===== src/rtl/mem_port_arbiter.sv =====
// rtl/mem_port_arbiter.sv - round-robin arbiter sharing one memory port among IF, MEM and debug/DMA
// Optional forced release of over-long grants is enabled by defining ARB_TIMEOUT_EN.
module mem_port_arbiter #(
    parameter int MAX_HOLD = 16,
    parameter int CNT_W    = 5
) (
    input  logic       clk_i,
    input  logic       rst_i,
    input  logic [2:0] req_i,
    input  logic       done_i,
    output logic [2:0] grant_o,
    output logic [1:0] select_o,
    output logic       busy_o,
    output logic       timeout_o
);
    typedef enum logic {S_IDLE = 1'b0, S_GRANT = 1'b1} state_t;

    state_t     r_state;
    state_t     w_state_nx;
    logic [2:0] r_grant;
    logic [2:0] w_grant_nx;
    logic [1:0] r_select;
    logic [1:0] w_select_nx;
    logic [1:0] r_last;
    logic [1:0] w_last_nx;
    logic       r_timeout;
    logic       w_timeout_nx;
    logic       w_new_grant;
    logic       w_hold_expired;
    logic       w_abort;
    logic       w_release;
    logic [2:0] w_cand;
    logic [1:0] w_base;
    logic [1:0] w_p1;
    logic [1:0] w_p2;
    logic       w_win_vld;
    logic [1:0] w_win;

    if (MAX_HOLD < 2 || (2 ** CNT_W) <= MAX_HOLD) begin : g_bad_params
        $error("mem_port_arbiter: MAX_HOLD must be >= 2 and fit in CNT_W bits");
    end

    function automatic logic [1:0] inc3(input logic [1:0] v);
        return (v == 2'd2) ? 2'd0 : v + 2'd1;
    endfunction

    // While granted the search starts after the current owner, who is excluded from the handoff.
    assign w_base = (r_state == S_GRANT) ? r_select : r_last;
    assign w_cand = (r_state == S_GRANT) ? (req_i & ~r_grant) : req_i;
    assign w_p1   = inc3(w_base);
    assign w_p2   = inc3(w_p1);

    always_comb begin
        w_win_vld = 1'b1;
        w_win     = w_base;
        if (w_cand[w_p1]) begin
            w_win = w_p1;
        end else if (w_cand[w_p2]) begin
            w_win = w_p2;
        end else if (!w_cand[w_base]) begin
            w_win_vld = 1'b0;
        end
    end

`ifdef ARB_TIMEOUT_EN
    logic [CNT_W-1:0] r_hold;

    assign w_hold_expired = (r_hold == CNT_W'(MAX_HOLD - 1));

    always_ff @(posedge clk_i or negedge rst_i) begin
        if (!rst_i) begin
            r_hold <= '0;
        end else if (w_new_grant) begin
            r_hold <= '0;
        end else if (r_state == S_GRANT) begin
            r_hold <= r_hold + CNT_W'(1);
        end
    end
`else
    assign w_hold_expired = 1'b0;
`endif

    assign w_abort   = ~|(req_i & r_grant);
    assign w_release = done_i | w_abort | w_hold_expired;

    always_comb begin
        w_state_nx   = r_state;
        w_grant_nx   = r_grant;
        w_select_nx  = r_select;
        w_last_nx    = r_last;
        w_timeout_nx = 1'b0;
        w_new_grant  = 1'b0;
        case (r_state)
            S_IDLE: begin
                w_grant_nx = 3'b000;
                if (w_win_vld) begin
                    w_state_nx  = S_GRANT;
                    w_grant_nx  = 3'b001 << w_win;
                    w_select_nx = w_win;
                    w_new_grant = 1'b1;
                end
            end
            S_GRANT: begin
                if (w_release) begin
                    w_last_nx    = r_select;
                    w_timeout_nx = w_hold_expired & ~done_i & ~w_abort;
                    if (w_win_vld) begin
                        w_grant_nx  = 3'b001 << w_win;
                        w_select_nx = w_win;
                        w_new_grant = 1'b1;
                    end else begin
                        w_state_nx = S_IDLE;
                        w_grant_nx = 3'b000;
                    end
                end
            end
            default: begin
                w_state_nx = S_IDLE;
                w_grant_nx = 3'b000;
            end
        endcase
    end

    always_ff @(posedge clk_i or negedge rst_i) begin
        if (!rst_i) begin
            r_state   <= S_IDLE;
            r_grant   <= 3'b000;
            r_select  <= 2'd0;
            r_last    <= 2'd2;
            r_timeout <= 1'b0;
        end else begin
            r_state   <= w_state_nx;
            r_grant   <= w_grant_nx;
            r_select  <= w_select_nx;
            r_last    <= w_last_nx;
            r_timeout <= w_timeout_nx;
        end
    end

    assign grant_o   = r_grant;
    assign select_o  = r_select;
    assign busy_o    = (r_state == S_GRANT);
    assign timeout_o = r_timeout;
endmodule

===== config.mk =====
export PLATFORM = sky130hd
export DESIGN_NAME = mem_port_arbiter
export DESIGN_NICKNAME = d
export VERILOG_FILES = /design/src/rtl/mem_port_arbiter.sv
export SDC_FILE = /design/constraint.sdc
export NUM_CORES = 1
export LEC_CHECK = 0
export BUFFER_PORTS_ARGS = -buffer_cell sky130_fd_sc_hd__buf_2
export CORE_AREA = 2 2 39 41
export CTS_BUF_LIST = sky130_fd_sc_hd__clkbuf_2 sky130_fd_sc_hd__clkbuf_4 sky130_fd_sc_hd__clkbuf_8
export DETAILED_ROUTE_END_ITERATION = 6
export DIE_AREA = 0 0 41 43
export PLACE_DENSITY_LB_ADDON = 0.1
export SLEW_MARGIN = 10
export SYNTH_ARGS = -nofsm -noshare
export SYNTH_HDL_FRONTEND = slang
export SYNTH_SLANG_ARGS = --single-unit

===== constraint.sdc =====
create_clock -name clk_i -period 3.02 [get_ports clk_i]
set_clock_uncertainty 0.1 [all_clocks]
set_input_delay 0.604 -clock clk_i [delete_from_list [all_inputs] [get_ports clk_i]]
set_output_delay 0.604 -clock clk_i [all_outputs]
set_load 0.02 [all_outputs]

==> metrics.md <==
| Metric | Value |
|---|---|
| Skew-Pair Late Insertion Delay | `0.25 ns` |
| DRC Markers | `0` |
| CP startpoint kind | `flop` |
| Setup TNS Final | `0 ns` |
| Most used DFF post-synth | `dfrtp_1` |
| Comb power frac | `0.499` |
| Max Cap Viol | `0` |
| Crit. End Element | `output port` |
| Critical Path Fanout Max | `12` |
| Final Wtd Congestion | `0.679` |
| Critical Path AT | `1.10 ns` |
| Sink Count | `8` |
| Area growth syn-to-layout | `17.1%` |
| CP Cell Sequence | `buf_2` |
| Clk root buf | `clkbuf_4` |
| Overflow after GRT | `0` |
| Via count | `404` |
| Post-CTS setup buffer count | `0` |
| Reg power frac | `0.352` |
| Number of synthesized flops with an enable pin | `0` |
| Final setup fails | `0` |
| CTS clock-pin slew for the worst setup and hold paths | `0.06 ns` |
| DR iter-0 viols | `10` |
| Die height | `43 microns` |
| Final instance area | `591 sq um` |
| Cell family with most CP delay | `flip-flops` |
| Synth cell count leaders | `dfrtp_1 (7), nand2_1 (7)` |
| Hold_buf cts | `0` |
| Worst path max stage delay | `0.60 ns` |
| Net Sw Power | `255 uW` |
| Synthesized flop and latch total | `8` |
| Top-level port count | `13` |
| Dpl hpwl | `716 microns` |
| Core area | `1380 sq um` |
| Seq/Total Area, Yosys | `0.400` |
| Cell Pwr Density | `1070 nW/um^2` |
| Port bufs | `11` |
| Synthesized net count | `52` |
| Final Power | `634 uW` |
| CTS tree | `yes` |
| CTS Buf Count | `3` |
| Synthesized area | `504 sq um` |
| Leak | `0.300 nW` |
| Area leader, netlist | `dfrtp_1` |
| Period utilization | `0.598` |
| CTS resizes | `0` |
| Drt via density | `5.39` |
| RSZ-0062 raised after global routing | `no` |
| Mean Syn Cell Area | `11.0 sq um` |
| CP bufs+invs | `1` |
| Pint | `379 uW` |
| Worst Path Required | `2.32 ns` |
| H-tree depth | `1` |
| First-pass GRT wire length | `1380 microns` |
| Routed Antenna Nets | `0` |
| Area of the die | `1760 sq um` |
| Routed wire length | `918 microns` |
| Achievable Freq | `0.554 GHz` |
| Post-synthesis cell type count | `29` |
| DR WL/cell | `12.2 microns` |
| CTS Buffer Depth | `2` |
| Die X | `41 microns` |
| Run status | `completed` |
| Net Sw Frac | `0.402` |
| Worst Hold Class | `primary input to async pin` |
| DP Area | `561 sq um` |
| Synthesis Warnings | `0` |
| Initial DRT Pass Iterations | `4` |
| Initial antenna violation count | `0` |
| Layout cells sized above 1 | `0.475` |
| Hold WS | `0.0830 ns` |
| Fillers | `147` |
| Slew Limit Fails | `0` |
| WS Path Type | `flop to output port` |
| Max VDD drop | `398 uV` |
| Fin crit period | `1.81 ns` |
| Slowest stage cell, crit path | `dfrtp_1` |
| Fin. Hold Viols | `0` |
| Diode count | `0` |
| Top post-synthesis cells by area | `dfrtp_1 (35%), dfstp_2 (5.2%), nand2_1 (5.2%)` |
| Ys async rst share | `1.00` |
| Row count | `14` |
| Vias in the first global route | `344` |
| Clock share of power | `0.149` |
| Starting density of the core | `0.364` |
| Nets | `66` |
| Global Route Usage Sum | `0.119` |
| Largest net degree at the start of global routing | `13` |
| Final core utilization | `0.427` |
| Proportion of netlist area held by the largest area contributor | `0.347` |
| Syn Inst Count | `46` |
-- layout make-up --
class	count	area, sq um	share of cell area
clock buffers	4	30.0	0.0508
inverters	1	3.75	0.00636
multi-input cells	35	280	0.475
flip-flops and latches	8	201	0.341
well taps	16	20.0	0.0339
repair buffers	11	55.1	0.0932
-- metrics by stage --
step | worst slack [ns] | cells
3_5_place_dp | 1.09 | 71
5_1_grt | 1.16 | 75
2_1_floorplan | 1.30 | 46
3_3_place_gp | 1.11 | 71
6_report | 1.21 | 75
4_1_cts | 1.20 | 75
-- metal layers --
metal  global-route usage  up-vias  share of wire
met3               0.0157        2          0.034
met4                0.100        0         0.0054
met2                0.163        7           0.48
met1                0.156      200           0.47
met5                    0        -              0
li1                     -      195              -
-- worst reg2reg max path: stages (launching register included) --
cell     delay [ns]
dfrtp_1        0.60
mux2i_2        0.35
nand2_1        0.08
a22o_1         0.24
nor3b_2        0.16
a21o_1         0.15
-- registers in the layout, indices dropped and copies added (netlist names) --
register and cells:
busy_o 1, select_o 2, grant_o 3, r_last 2
-- cells by family after synthesis --
group,Yosys count,synth area share
other,1,0.00744
buffers and inverters,3,0.0447
and+or+nand+nor,15,0.171
DFF,8,0.400
AOI/OAI and AO/OA,14,0.256
muxes,5,0.122
-- layout by cell type (no fill, tap or decap) --
| cell | instances |
|---|---|
| conb_1 | 1 |
| buf_2 | 11 |
| a222oi_1 | 1 |
| mux2_2 | 2 |
| a21o_1 | 1 |
| o21ai_0 | 1 |
| o221ai_1 | 1 |
| inv_1 | 1 |
| a21boi_2 | 1 |
| a21o_2 | 2 |
| nand3_1 | 1 |
| mux2i_2 | 1 |
| a21bo_2 | 1 |
| or2b_2 | 1 |
| o211ai_1 | 1 |
| dfstp_2 | 1 |
| o21ai_1 | 1 |
| mux2i_1 | 1 |
| nand2_1 | 7 |
| clkbuf_4 | 4 |
| dfrtp_1 | 7 |
| mux2_4 | 1 |
| nand3b_1 | 1 |
| nor2_1 | 2 |
| a22o_1 | 2 |
| nor3b_2 | 2 |
| o21bai_4 | 1 |
| or3_1 | 1 |
| o211a_1 | 1 |
-- power by group through the flow --
stage	combinational, mW	sequential, mW	clock, mW
6_report	0.317	0.223	0.0945
5_1_grt	0.347	0.232	0.107
4_1_cts	0.320	0.224	0.101
3_5_place_dp	0.320	0.226	0
3_3_place_gp	0.322	0.228	0
2_1_floorplan	0.234	0.242	0
-- final timing paths --
check	start	end	slack (ns)	cells past startpoint
hold / removal	rst_i	grant_o[1]	0.08	1
min in group clk_i	grant_o[0]	grant_o[0]	0.45	1
setup reg to reg	busy_o	grant_o[0]	1.23	5
setup / recovery	busy_o	busy_o	1.21	1
max in group asynchronous	rst_i	r_last[1]	2.50	1
hold reg to reg	grant_o[0]	grant_o[0]	0.45	1
No activity file was read; power rests on OpenSTA's default activity.
